### config.mk
export PLATFORM = sky130hd
export DESIGN_NAME = instruction_fetch_unit_flat
export DESIGN_NICKNAME = d
export VERILOG_FILES = /design/src/rtl/instruction_fetch_unit_if.sv /design/src/rtl/instruction_fetch_unit.sv /design/src/flat_wrapper.sv
export SDC_FILE = /design/constraint.sdc
export NUM_CORES = 1
export LEC_CHECK = 0
export CAP_MARGIN = 20
export CORE_MARGIN = 4
export CORE_UTILIZATION = 45
export CTS_CLUSTER_DIAMETER = 50
export DETAILED_ROUTE_END_ITERATION = 10
export PLACE_DENSITY = 0.7
export SLEW_MARGIN = 30
export SYNTH_ARGS = -nofsm -noshare
export SYNTH_HDL_FRONTEND = slang
export SYNTH_SLANG_ARGS = --single-unit
### constraint.sdc
create_clock -name clk -period 10.7 [get_ports clk]
set_clock_uncertainty 0.15 [all_clocks]
set_input_delay 2.14 -clock clk [delete_from_list [all_inputs] [get_ports clk]]
set_output_delay 2.14 -clock clk [all_outputs]
set_load 0.02 [all_outputs]
### src/rtl/instruction_fetch_unit_if.sv
// Fetch-side bundle: instruction memory request/response, redirect, and decode valid/ready.
// master = fetch unit, slave = memory/decode/control side.
interface instruction_fetch_unit_if #(
    parameter int CORES      = 1,
    parameter int ADDR_WIDTH = 32
);
    logic                    fetch_en;
    logic [ADDR_WIDTH-1:0]   imem_address;
    logic [32*CORES-1:0]     imem_data;
    logic                    redirect;
    logic [ADDR_WIDTH-1:0]   redirect_pc;
    logic                    instr_valid;
    logic                    instr_ready;
    logic [32*CORES-1:0]     instr_out;
    logic [ADDR_WIDTH-1:0]   instr_pc;
    logic [31:0]             perf_fetched;
    logic [31:0]             perf_stalls;

    modport master (
        input  fetch_en, imem_data, redirect, redirect_pc, instr_ready,
        output imem_address, instr_valid, instr_out, instr_pc, perf_fetched, perf_stalls
    );

    modport slave (
        output fetch_en, imem_data, redirect, redirect_pc, instr_ready,
        input  imem_address, instr_valid, instr_out, instr_pc, perf_fetched, perf_stalls
    );
endinterface

### src/rtl/instruction_fetch_unit.sv
// Instruction fetch: issue to imem, bundle valid to decode 2 cycles later; credit-limited issue so decode stalls never overflow the buffer.
// Optional perf counters behind FETCH_PERF_EN (tied to 0 when undefined).
module instruction_fetch_unit #(
    parameter int                    CORES      = 1,
    parameter int                    ADDR_WIDTH = 32,
    parameter int                    FIFO_DEPTH = 4,
    parameter logic [ADDR_WIDTH-1:0] RESET_PC   = '0
) (
    input  logic                       clk,
    input  logic                       reset,
    instruction_fetch_unit_if.master   bus
);
    localparam int PTR_W = $clog2(FIFO_DEPTH);
    localparam int CNT_W = PTR_W + 1;
    localparam int OCC_W = CNT_W + 1;

    logic [ADDR_WIDTH-1:0] r_pc;
    logic                  r_inflight;
    logic [ADDR_WIDTH-1:0] r_inflight_pc;
    logic [PTR_W-1:0]      r_rd_ptr;
    logic [PTR_W-1:0]      r_wr_ptr;
    logic [CNT_W-1:0]      r_count;
    logic [32*CORES-1:0]   r_fifo_dat [FIFO_DEPTH];
    logic [ADDR_WIDTH-1:0] r_fifo_pc  [FIFO_DEPTH];

    logic                  w_valid;
    logic                  w_pop;
    logic                  w_push;
    logic                  w_issue;
    logic [OCC_W-1:0]      w_occupancy;

    always_comb begin
        w_valid     = (r_count != '0);
        w_pop       = w_valid & bus.instr_ready;
        // Slots committed after this cycle: entries kept plus the response on its way.
        w_occupancy = OCC_W'(r_count) - OCC_W'(w_pop) + OCC_W'(r_inflight);
        w_issue     = bus.fetch_en & ~bus.redirect & (w_occupancy < OCC_W'(FIFO_DEPTH));
        w_push      = r_inflight & ~bus.redirect;
    end

    always_ff @(posedge clk) begin
        if (reset) begin
            r_pc          <= RESET_PC;
            r_inflight    <= 1'b0;
            r_inflight_pc <= '0;
            r_rd_ptr      <= '0;
            r_wr_ptr      <= '0;
            r_count       <= '0;
        end else if (bus.redirect) begin
            r_pc       <= bus.redirect_pc;
            r_inflight <= 1'b0;
            r_rd_ptr   <= '0;
            r_wr_ptr   <= '0;
            r_count    <= '0;
        end else begin
            if (w_issue) begin
                r_pc          <= r_pc + ADDR_WIDTH'(1);
                r_inflight_pc <= r_pc;
            end
            r_inflight <= w_issue;
            if (w_push) r_wr_ptr <= r_wr_ptr + PTR_W'(1);
            if (w_pop)  r_rd_ptr <= r_rd_ptr + PTR_W'(1);
            r_count <= r_count + CNT_W'(w_push) - CNT_W'(w_pop);
        end
    end

    // Storage needs no reset: entries are only visible once counted.
    always_ff @(posedge clk) begin
        if (!reset && w_push) begin
            r_fifo_dat[r_wr_ptr] <= bus.imem_data;
            r_fifo_pc[r_wr_ptr]  <= r_inflight_pc;
        end
    end

    assign bus.imem_address = r_pc;
    assign bus.instr_valid  = w_valid;
    assign bus.instr_out    = r_fifo_dat[r_rd_ptr];
    assign bus.instr_pc     = r_fifo_pc[r_rd_ptr];

`ifdef FETCH_PERF_EN
    logic [31:0] r_perf_fetched;
    logic [31:0] r_perf_stalls;

    always_ff @(posedge clk) begin
        if (reset) begin
            r_perf_fetched <= '0;
            r_perf_stalls  <= '0;
        end else begin
            if (w_push) r_perf_fetched <= r_perf_fetched + 32'd1;
            if (bus.fetch_en && !bus.redirect && !w_issue) r_perf_stalls <= r_perf_stalls + 32'd1;
        end
    end

    assign bus.perf_fetched = r_perf_fetched;
    assign bus.perf_stalls  = r_perf_stalls;
`else
    assign bus.perf_fetched = 32'd0;
    assign bus.perf_stalls  = 32'd0;
`endif
endmodule

### src/flat_wrapper.sv
// flat-port wrapper written by rule: the top's interface ports become plain ports
module instruction_fetch_unit_flat 
#(
    parameter int                    CORES      = 1,
    parameter int                    ADDR_WIDTH = 32,
    parameter int                    FIFO_DEPTH = 4,
    parameter logic [ADDR_WIDTH-1:0] RESET_PC   = '0
)
  (clk, reset, bus_fetch_en, bus_imem_data, bus_redirect, bus_redirect_pc, bus_instr_ready, bus_imem_address, bus_instr_valid, bus_instr_out, bus_instr_pc, bus_perf_fetched, bus_perf_stalls);
  instruction_fetch_unit_if #(.CORES(CORES), .ADDR_WIDTH(ADDR_WIDTH)) bus_i ();
  input  logic clk;
  input  logic reset;
  input wire logic [$bits(bus_i.fetch_en)-1:0] bus_fetch_en;
  input wire logic [$bits(bus_i.imem_data)-1:0] bus_imem_data;
  input wire logic [$bits(bus_i.redirect)-1:0] bus_redirect;
  input wire logic [$bits(bus_i.redirect_pc)-1:0] bus_redirect_pc;
  input wire logic [$bits(bus_i.instr_ready)-1:0] bus_instr_ready;
  output wire logic [$bits(bus_i.imem_address)-1:0] bus_imem_address;
  output wire logic [$bits(bus_i.instr_valid)-1:0] bus_instr_valid;
  output wire logic [$bits(bus_i.instr_out)-1:0] bus_instr_out;
  output wire logic [$bits(bus_i.instr_pc)-1:0] bus_instr_pc;
  output wire logic [$bits(bus_i.perf_fetched)-1:0] bus_perf_fetched;
  output wire logic [$bits(bus_i.perf_stalls)-1:0] bus_perf_stalls;
  assign bus_i.fetch_en = bus_fetch_en;
  assign bus_i.imem_data = bus_imem_data;
  assign bus_i.redirect = bus_redirect;
  assign bus_i.redirect_pc = bus_redirect_pc;
  assign bus_i.instr_ready = bus_instr_ready;
  assign bus_imem_address = bus_i.imem_address;
  assign bus_instr_valid = bus_i.instr_valid;
  assign bus_instr_out = bus_i.instr_out;
  assign bus_instr_pc = bus_i.instr_pc;
  assign bus_perf_fetched = bus_i.perf_fetched;
  assign bus_perf_stalls = bus_i.perf_stalls;
  instruction_fetch_unit #(.CORES(CORES), .ADDR_WIDTH(ADDR_WIDTH), .FIFO_DEPTH(FIFO_DEPTH), .RESET_PC(RESET_PC)) u_core (.clk(clk), .reset(reset), .bus(bus_i));
endmodule
# Word level (Yosys, flattened, before mapping)
# Memory sizes are Yosys's and may differ from the RTL's. A register that Yosys moved wholly into a read port is not among the register bits.
# Cells that the tools add are included.
# classes
n_lt_le_gt_ge	1
n_eq_ne	0
addsub	7
reduce_logical	6
n_div	0
muxes	8
n_mul	0
bitwise	5
shifts	0
# op_table
operator	n
2-to-1 mux 32 bit	2
adder 32 x 1 -> 32 bit, second input constant	1
2-to-1 mux 2 bit	4
adder 2 x 1 -> 2 bit, second input constant	2
adder 4 x 1 -> 4 bit	1
bitwise AND 1 bit	4
< comparator 4 x 3 -> 1 bit, second input constant	1
subtractor 3 x 1 -> 4 bit	1
adder 3 x 1 -> 3 bit	1
nonzero test 3 bit	1
subtractor 3 x 1 -> 3 bit	1
2-to-1 mux 1 bit	2
AND reduction 2 bit	1
nonzero test 2 bit	1
OR reduction 2 bit	1
logical AND 1 bit	1
logical NOT 1 bit	1
NOT 1 bit	1
# totals
register_bits	72
mem_count	2
ramBits	256
latch_bits	0
mem_bits_ro	0
elab_cells	35
output_inout_bits	161
inputBits	69
# memory_table
memory	depth	word_bits	rd	rd_clocked_by_memory_dff	wr	line_no	source
u_core.r_fifo_dat	4	32	1	1	1	instruction_fetch_unit.sv:23	logic [32*CORES-1:0] r_fifo_dat [FIFO_DEPTH];
u_core.r_fifo_pc	4	32	1	1	1	instruction_fetch_unit.sv:24	logic [ADDR_WIDTH-1:0] r_fifo_pc [FIFO_DEPTH];

# Logic depth before layout (Yosys ltp)
# Gate-level depths: netlist (run 1).
# depth
depth_word	8
depth_mapped	12
depth_no_buf	10

# Least setup slack after synthesis (run 1)
# OpenSTA, ideal clock, no wires.
# synth_timing
path_kind	input port to flip-flop
start	in bus_redirect
end	mem u_core.r_fifo_dat[0][0] in the netlist's numbering (enable)
path_buffers	1
setup_ns	0.429
required_ns	10.121
slack_ns	5.858
t_arrival_ns	4.263
path_stages	3
path_cell_list	clkbuf_1 > nor2_1 > and3_1
# synth_via
elab_chain_len	5
# synth_rtl
item	line_no	source
from (decl)	flat_wrapper.sv:15	input wire logic [$bits(bus_i.redirect)-1:0] bus_redirect;
NOT 1 bit	instruction_fetch_unit.sv:38	w_push = r_inflight & ~bus.redirect;
bitwise AND 1 bit	instruction_fetch_unit.sv:38	
logical AND 1 bit	instruction_fetch_unit.sv:69	if (!reset && w_push) begin
2-to-1 mux 1 bit	instruction_fetch_unit.sv:69	
2-to-1 mux 1 bit (not written as such)	instruction_fetch_unit.sv:70	r_fifo_dat[r_wr_ptr] <= bus.imem_data;
to (decl)	instruction_fetch_unit.sv:23	
# No other way between the ends.

==> results of run 1 <==
## synthesized netlist by cell type (10+ instances only)
cell | count | share of area
mux2i_1 | 35 | 0.026
buf_2 | 12 | 0.0045
dfxtp_1 | 74 | 0.11
xnor2_1 | 10 | 0.0066
clkbuf_1 | 23 | 0.0065
nor2_1 | 66 | 0.019
edfxtp_1 | 256 | 0.58
buf_4 | 66 | 0.037
xor2_1 | 13 | 0.0086
mux4_2 | 64 | 0.11
nand2_1 | 14 | 0.0040
a211oi_1 | 14 | 0.0079
o2111ai_1 | 13 | 0.0086
ha_1 | 10 | 0.0094
inv_1 | 18 | 0.0051
## path summary, 6_finish.rpt
path / endpoint / slack (ps)
hold reg to reg: u_core.r_fifo_pc[1][26] / 360
hold / removal: u_core.r_fifo_pc[1][26] / 360
setup reg to reg: u_core.bus.imem_address[21] / 7170
setup / recovery: bus_instr_pc[15] / 5240
## through the flow
| step | setup WS (ps) | power [mW] |
|---|---|---|
| 6_report | 5240 | 2.76 |
| 5_1_grt | 5030 | 2.86 |
| 4_1_cts | 5130 | 2.79 |
| 3_5_place_dp | 5300 | 1.61 |
| 3_3_place_gp | 5060 | 1.61 |
| 2_1_floorplan | 5860 | 1.55 |
## state kept, by name, summed over array words and instances, names as in the netlist, named ones only
signal / cells
u_core.r_fifo_dat: 128
u_core.r_wr_ptr: 2
u_core.r_inflight: 1
u_core.r_inflight_pc: 32
u_core.r_fifo_pc: 128
u_core.bus.imem_address: 32
u_core.r_count: 3
u_core.r_rd_ptr: 2
## cell type report
type                            count  area share
Timing Repair Buffer              177       0.112
Multi-Input combinational cell    410       0.224
Tap cell                          384      0.0293
Sequential cell                   330       0.560
Clock inverter                     16     0.00711
Clock buffer                       49      0.0631
Inverter                           19     0.00435
## report_power, final
group / leakage [nW] / switching, mW / internal [mW] / total (mW)
Combinational: 1.92 / 0.0925 / 0.0717 / 0.164
Sequential: 2.94 / 0.0247 / 1.39 / 1.42
Clock: 0.553 / 0.478 / 0.704 / 1.18
## cells by family after synthesis
logic type	count (synthesis)
buf+inv	120
xor+xnor	23
compound gates	72
other cells	1
fa+ha+maj	11
mux	99
simple gates	141
flops	330
## per-layer routing
metal,track usage,part of all wire,vias up
li1,-,-,3316
met1,0.225,0.43,3580
met2,0.276,0.49,278
met3,0.0360,0.060,51
met4,0.0396,0.020,0
met5,0,0,-
==> out/qor.yml, run 1 <==
clock_network:
  cts.clk_slew.worst_paths_ps: 60
  numCtsBuffers: 37
  cts_root_buffer: "clkbuf_16"
  cts_tree: "yes"
  cts.sinks: 330
  cts_resized: 0
  clk_path_buf_depth: 3
  insertion_delay_ps: 520
  postCtsSetupBuffers: 0
  cts_hold_buf: 0
  ctsHtreeMaxLevel: 2
synth:
  ys.flop_type: "edfxtp_1"
  synth_xor_area_frac: 0.0152
  yosys.area_share.simple: 0.0542
  synth_cell_types: 47
  yosys.area_share.adder: 0.0109
  seq_area_frac_synth: 0.690
  ys_async_sr_fraction: 0
  ys_warn_count: 0
  netlist_instances: 797
  synth_area_um2: 13300
  synth-compound-area-share: 0.0410
  synth_edf_count: 256
  syn_area_per_cell_um2: 16.7
  synth_seq_cells: 330
  synth_top_family_by_area: "multiplexers"
  muxShareOfSynthArea: 0.135
placement:
  numPortBuffers: 165
  hpwl_mm: 17.7
  placed_cell_area_um2: 15200
  dp.cells: 1320
  globalplace.congestion: 0.805
setup_path:
  cp.arrival_ps: 3170
  cp-end-kind: "primary output"
  r2r_cells: 10
  worstPathCellList: "buf_4 -> buf_12 -> mux4_2 -> clkdlybuf4s50_1"
  cpLargestDelayFamily: "buffers and inverters"
  path_depth: 4
  cp_num_buf_inv: 3
  worstSetupStartpointType: "flop"
  worstPathRequired_ps: 8410
  slowest_stage: "dfxtp_4"
  worst_path_largest_cell_delay_ps: 650
  crit_type: "reg -> out"
  path_max_fanout: 24
  regToRegStartpoint: "u_core.r_count[1]"
global_route:
  grt_pass1_wl_mm: 42.5
  overflow: 0
  grt_pass1_vias: 7256
  gr-usage-all-layers: 0.165
  antenna_found_initial: 0
  grt_max_degree: 68
layout:
  fin_util: 0.566
  fill_cells: 2284
  mostFrequentLayoutCell: "edfxtp_1"
  finalInstanceArea_um2: 16400
  finalNonFillerCells: 1385
  antennaDiodeCount: 0
  area_growth_syn_to_layout_pct: 23.2
  final_cell_mix: "edfxtp_1 (256), clkdlybuf4s50_1 (164), dfxtp_1 (72)"
  fin_nets: 1055
  drive_gt1_frac: 0.147
  multi_input_area_um2: 3670
  ff_latch_area_um2: 9180
timing:
  setup_viol: 0
  rsz0062_at_grt: "no"
  tightest_slew_ps: 800
  clock.fmax_mhz: 183
  slew_headroom: 0.466
  tns_ps: 0
  hold_viol: 0
  timing.hold.ws_ps: 358
  drv_slew: 0
  period_needed_ps: 5460
  post-route-period-util: 0.510
routing:
  postRouteAntennaNets: 0
  num_vias: 7225
  drt-total-wl_mm: 27.7
  via_per_inst: 5.22
  drc: 0
  drt-wirelength-per-cell_um: 20.0
  drt_first_iter_violations: 478
  drt-pass1-iter-count: 5
power_and_ir_drop:
  powerDensity_nw_per_um2: 169
  ir_drop_v: 0.0000998
  p_leak_nw: 5.41
floorplan:
  coreArea_um2: 28900
  fp.dieW_um: 180
  die_h_um: 180
  rows: 62
  dieArea_um2: 32300
  io_pins: 230
  start_util: 0.459
hold_path:
  hold_path_depth: 0
  hp-class: "reg -> reg"
  min-delay-start: "u_core.r_inflight_pc[26]"
status:
  status: "complete, no violations"
job:
  cap_violations: 0
No activity file was read; power rests on OpenSTA's default activity.
==> run 2: changes to the inputs <==
- PLACE_DENSITY: 0.7 -> 0.72
- clock period: 10.7 -> 4.55 ns (I/O delays scaled with it)
==> out/qor.yml, run 2 (same netlist as run 1, synthesis figures left out) <==
placement:
  dp_slack_ps: 499  # -4800 ps
  dp.cells: 1327  # +0.53%
  placed_cell_area_um2: 15300  # +0.21%
  numPortBuffers: 165  # unchanged
  hpwl_mm: 18.3  # +3.6%
  globalplace.congestion: 0.804  # -0.12%
global_route:
  grt_max_degree: 67  # -1.5%
  overflow: 0  # unchanged
  grt_pass1_vias: 7254  # -0.028%
  gr-usage-all-layers: 0.167  # +0.00180
  grt_pass1_wl_mm: 43.0  # +1.2%
  antenna_found_initial: 0  # unchanged
clock_network:
  numCtsBuffers: 36  # -2.7%
  cts_hold_buf: 0  # unchanged
  ctsHtreeMaxLevel: 2  # unchanged
  cts.sinks: 330  # unchanged
  cts_resized: 0  # unchanged
  cts_tree: "yes"
  insertion_delay_ps: 500  # -20 ps
  postCtsSetupBuffers: 0  # unchanged
  cts.clk_slew.worst_paths_ps: 60  # about the same
  cts_root_buffer: "clkbuf_16"
  clk_path_buf_depth: 3  # unchanged
timing:
  rsz0062_at_grt: "no"
  hold_viol: 0  # unchanged
  tightest_slew_ps: 791  # -9.46 ps
  worst_slack_ps: 738  # -4500 ps
  drv_slew: 0  # unchanged
  clock.fmax_mhz: 262
  period_needed_ps: 3810
  timing.hold.ws_ps: 366  # +7.37 ps
  tns_ps: 0  # unchanged
  slew_headroom: 0.472  # +0.00632
  setup_viol: 0  # unchanged
  post-route-period-util: 0.838
power_and_ir_drop:
  power_mw: 6.46  # +130%
  p_int_mw: 5.07  # +130%
  power_frac_comb: 0.060  # about the same
  p_clk_frac: 0.423  # -0.004
  ir_drop_v: 0.000225  # +130%
  p_leak_nw: 5.44  # +0.51%
  switching_power_mw: 1.39  # +130%
  swShare: 0.215  # about the same
  powerDensity_nw_per_um2: 394  # +130%
  seq_power_share: 0.517  # +0.004
status:
  status: "complete, no violations"
routing:
  drc: 0  # unchanged
  postRouteAntennaNets: 0  # unchanged
  drt-wirelength-per-cell_um: 20.0  # about the same
  drt-pass1-iter-count: 4  # -1
  via_per_inst: 5.18  # -0.67%
  drt-total-wl_mm: 27.8  # +0.48%
  num_vias: 7218  # -0.097%
  drt_first_iter_violations: 496  # +3.8%
layout:
  drive_gt1_frac: 0.153  # +0.00577
  fin_nets: 1061  # +0.57%
  antennaDiodeCount: 0  # unchanged
  fin_util: 0.566  # about the same
  finalInstanceArea_um2: 16400  # about the same
  ff_latch_area_um2: 9180  # unchanged
  mostFrequentLayoutCell: "edfxtp_1"
  final_cell_mix: "edfxtp_1 (256), clkdlybuf4s50_1 (164), dfxtp_1 (72)"
  top_regs: "u_core.r_fifo_dat x128, u_core.r_fifo_pc x128"
  multi_input_area_um2: 3670  # -0.17%
  area_growth_syn_to_layout_pct: 23.3  # about the same
  fill_cells: 2257  # -1.2%
  finalNonFillerCells: 1393  # +0.58%
floorplan:
  start_util: 0.459  # unchanged
  die_h_um: 180  # unchanged
  fp.dieW_um: 180  # unchanged
  rows: 62  # unchanged
  dieArea_um2: 32300  # unchanged
  io_pins: 230  # unchanged
  coreArea_um2: 28900  # unchanged
setup_path:
  path_max_fanout: 28  # +17%
  crit_type: "reg -> out"
  worstPathRequired_ps: 3490  # -4920 ps
  cp.arrival_ps: 2750  # -420 ps
  cp-end-kind: "primary output"
  worstPathCellList: "buf_12 -> mux4_2 -> clkdlybuf4s50_1"
  slowest_stage: "dfxtp_4"
  worst_path_largest_cell_delay_ps: 730  # +80 ps
  worstSetupStartpointType: "flop"
hold_path:
  hp-class: "reg -> reg"
job:
  cap_violations: 0  # unchanged
## run 2: changes by cell type in the layout (fill, tap and decap cells not counted), moves of 2 or more
cell,change
clkinvlp_4,-2
clkbuf_8,+2
buf_4,+7
clkbuf_16,-2
buf_12,+2
buf_16,-2
## run 2: per-layer routing
metal | track usage | vias to the layer above | share of wire
li1 | - | 3337 | -
met1 | 0.235 | 3611 | 0.44
met2 | 0.268 | 226 | 0.49
met3 | 0.0378 | 44 | 0.056
met4 | 0.0415 | 0 | 0.021
met5 | 0 | - | 0
## run 2: worst paths after layout
path	from	endpoint	slack, ps	cells after the start
min	u_core.r_inflight_pc[11]	u_core.r_fifo_pc[3][11]	370	0
max reg2reg	u_core.r_count[1]	u_core.r_inflight_pc[4]	1090	11
max	flop	bus_instr_pc[11]	740	3
min reg2reg	u_core.r_inflight_pc[11]	u_core.r_fifo_pc[3][11]	370	0
## run 2: worst max-delay path: cells and delay by family (launching register included)
family / cells / cell delay (ps)
buffers and inverters: 2 / 890
DFF: 1 / 730
muxes: 1 / 590
## run 2: area by class of cell
cell class | instances | share of cell area
repair buffers | 184 | 0.114
flip-flops and latches | 330 | 0.560
inverters | 19 | 0.00435
clock inverters | 16 | 0.00702
clock buffers | 50 | 0.0619
multi-input cells | 410 | 0.224
well taps | 384 | 0.0293
## run 2: power groups by stage
stage | combinational [mW] | sequential (mW) | clock (mW)
after floorplan | 0.237 | 3.40 | 0
after global routing | 0.418 | 3.34 | 2.94
after CTS | 0.392 | 3.34 | 2.80
after global placement | 0.385 | 3.40 | 0
after detailed placement | 0.389 | 3.40 | 0
final | 0.391 | 3.34 | 2.73
==> run 3: changes to the inputs <==
- PLACE_DENSITY: 0.72 -> 0.7
- clock period: 4.55 -> 3.9 ns (I/O delays scaled with it)
==> out/qor.yml, run 3 (same netlist as run 1, synthesis figures left out) <==
global_route:
  overflow: 0  # unchanged
  grt_pass1_wl_mm: 43.5  # +1.1%
  gr-usage-all-layers: 0.169  # +0.00177
  grt_pass1_vias: 7438  # +2.5%
  grt_max_degree: 67  # unchanged
  antenna_found_initial: 0  # unchanged
clock_network:
  cts_hold_buf: 0  # unchanged
  numCtsBuffers: 37  # +2.8%
  cts.sinks: 330  # unchanged
  cts_resized: 0  # unchanged
  cts_root_buffer: "clkbuf_16"
  clk_path_buf_depth: 3  # unchanged
  cts.clk_slew.worst_paths_ps: 60  # about the same
  ctsHtreeMaxLevel: 2  # unchanged
  insertion_delay_ps: 520  # +20 ps
  cts_tree: "yes"
  postCtsSetupBuffers: 0  # unchanged
timing:
  setup_viol: 0  # unchanged
  slew_headroom: 0.416  # -0.0564
  timing.hold.ws_ps: 362  # -3.33 ps
  post-route-period-util: 0.860
  hold_viol: 0  # unchanged
  rsz0062_at_grt: "no"
  clock.fmax_mhz: 298
  period_needed_ps: 3350
  drv_slew: 0  # unchanged
  tightest_slew_ps: 869  # +77.7 ps
  tns_ps: 0  # unchanged
floorplan:
  dieArea_um2: 32300  # unchanged
  io_pins: 230  # unchanged
  rows: 62  # unchanged
  die_h_um: 180  # unchanged
  coreArea_um2: 28900  # unchanged
  fp.dieW_um: 180  # unchanged
  start_util: 0.459  # unchanged
layout:
  fin_util: 0.574  # +0.00774
  drive_gt1_frac: 0.162  # +0.00911
  antennaDiodeCount: 0  # unchanged
  fin_nets: 1067  # +0.57%
  area_growth_syn_to_layout_pct: 25.0
  mostFrequentLayoutCell: "edfxtp_1"
  finalInstanceArea_um2: 16600  # +1.4%
  top_regs: "u_core.r_fifo_dat x128, u_core.r_fifo_pc x128"
  final_cell_mix: "edfxtp_1 (256), clkdlybuf4s50_1 (164), dfxtp_1 (72)"
setup_path:
  crit_type: "reg -> out"
  cp-end-kind: "primary output"
  path_max_fanout: 21  # -25%
  worstPathRequired_ps: 2970  # -520 ps
  cp.arrival_ps: 2420  # -330 ps
  worstSetupStartpointType: "flop"
routing:
  postRouteAntennaNets: 0  # unchanged
  via_per_inst: 5.18  # about the same
  drt-wirelength-per-cell_um: 20.0  # -0.16%
  drt-pass1-iter-count: 5  # +1
  drt-total-wl_mm: 27.9  # +0.20%
  num_vias: 7238  # +0.28%
  drc: 0  # unchanged
  drt_first_iter_violations: 493  # -0.60%
power_and_ir_drop:
  p_leak_nw: 5.54  # +1.8%
  power_mw: 7.82  # +21%
  powerDensity_nw_per_um2: 471  # +19%
  ir_drop_v: 0.000240  # +6.3%
status:
  status: "complete, no violations"
placement:
  placed_cell_area_um2: 15400  # +0.74%
  globalplace.congestion: 0.821  # +2.1%
  numPortBuffers: 165  # unchanged
  hpwl_mm: 18.2  # -0.46%
hold_path:
  hp-class: "reg -> reg"
job:
  cap_violations: 0  # unchanged
==> run 3: metrics by stage <==
step / setup slack, ps / std cells
after CTS: 488 / 1398
after global routing: 326 / 1398
final: 547 / 1398
after global placement: 192 / 1332
after floorplan: 418 / 860
after detailed placement: 110 / 1332
==> run 3: where the power goes <==
part	internal [mW]	switching [mW]
Clock	2.13	1.33
Sequential	3.82	0.0665
Combinational	0.205	0.260
Total	6.16	1.66
==> run 3: final timing paths <==
| check | slack, ps | end | startpoint | cells past startpoint |
|---|---|---|---|---|
| hold reg to reg | 360 | u_core.r_fifo_pc[2][18] | u_core.r_inflight_pc[18] | 0 |
| setup reg to reg | 550 | u_core.bus.imem_address[24] | u_core.r_count[1] | 11 |
| setup / recovery | 550 | bus_instr_pc[1] | flop | 3 |
| hold / removal | 360 | u_core.r_fifo_pc[2][18] | u_core.r_inflight_pc[18] | 0 |
==> run 3: worst max-delay path, stage by stage (launching register included) <==
cell	delay (ps)
dfxtp_4	600
buf_4	350
mux4_2	390
clkdlybuf4s50_1	570
==> run 3: layout make-up <==
cell class	count	area (um^2)
clock buffers	45	1020
clock inverters	21	223
fillers	2233	12300
inverters	19	71.3
multi-input cells	410	3670
flip-flops and latches	330	9180
well taps	384	480
repair buffers	189	1980
==> run 3: layer usage <==
layer  global-route usage  up-vias  wire (um)
li1                     -     3345          -
met1                0.232     3620      12300
met2                0.275      238      13400
met3               0.0396       35       1670
met4               0.0430        0        512
met5                    0        -          0
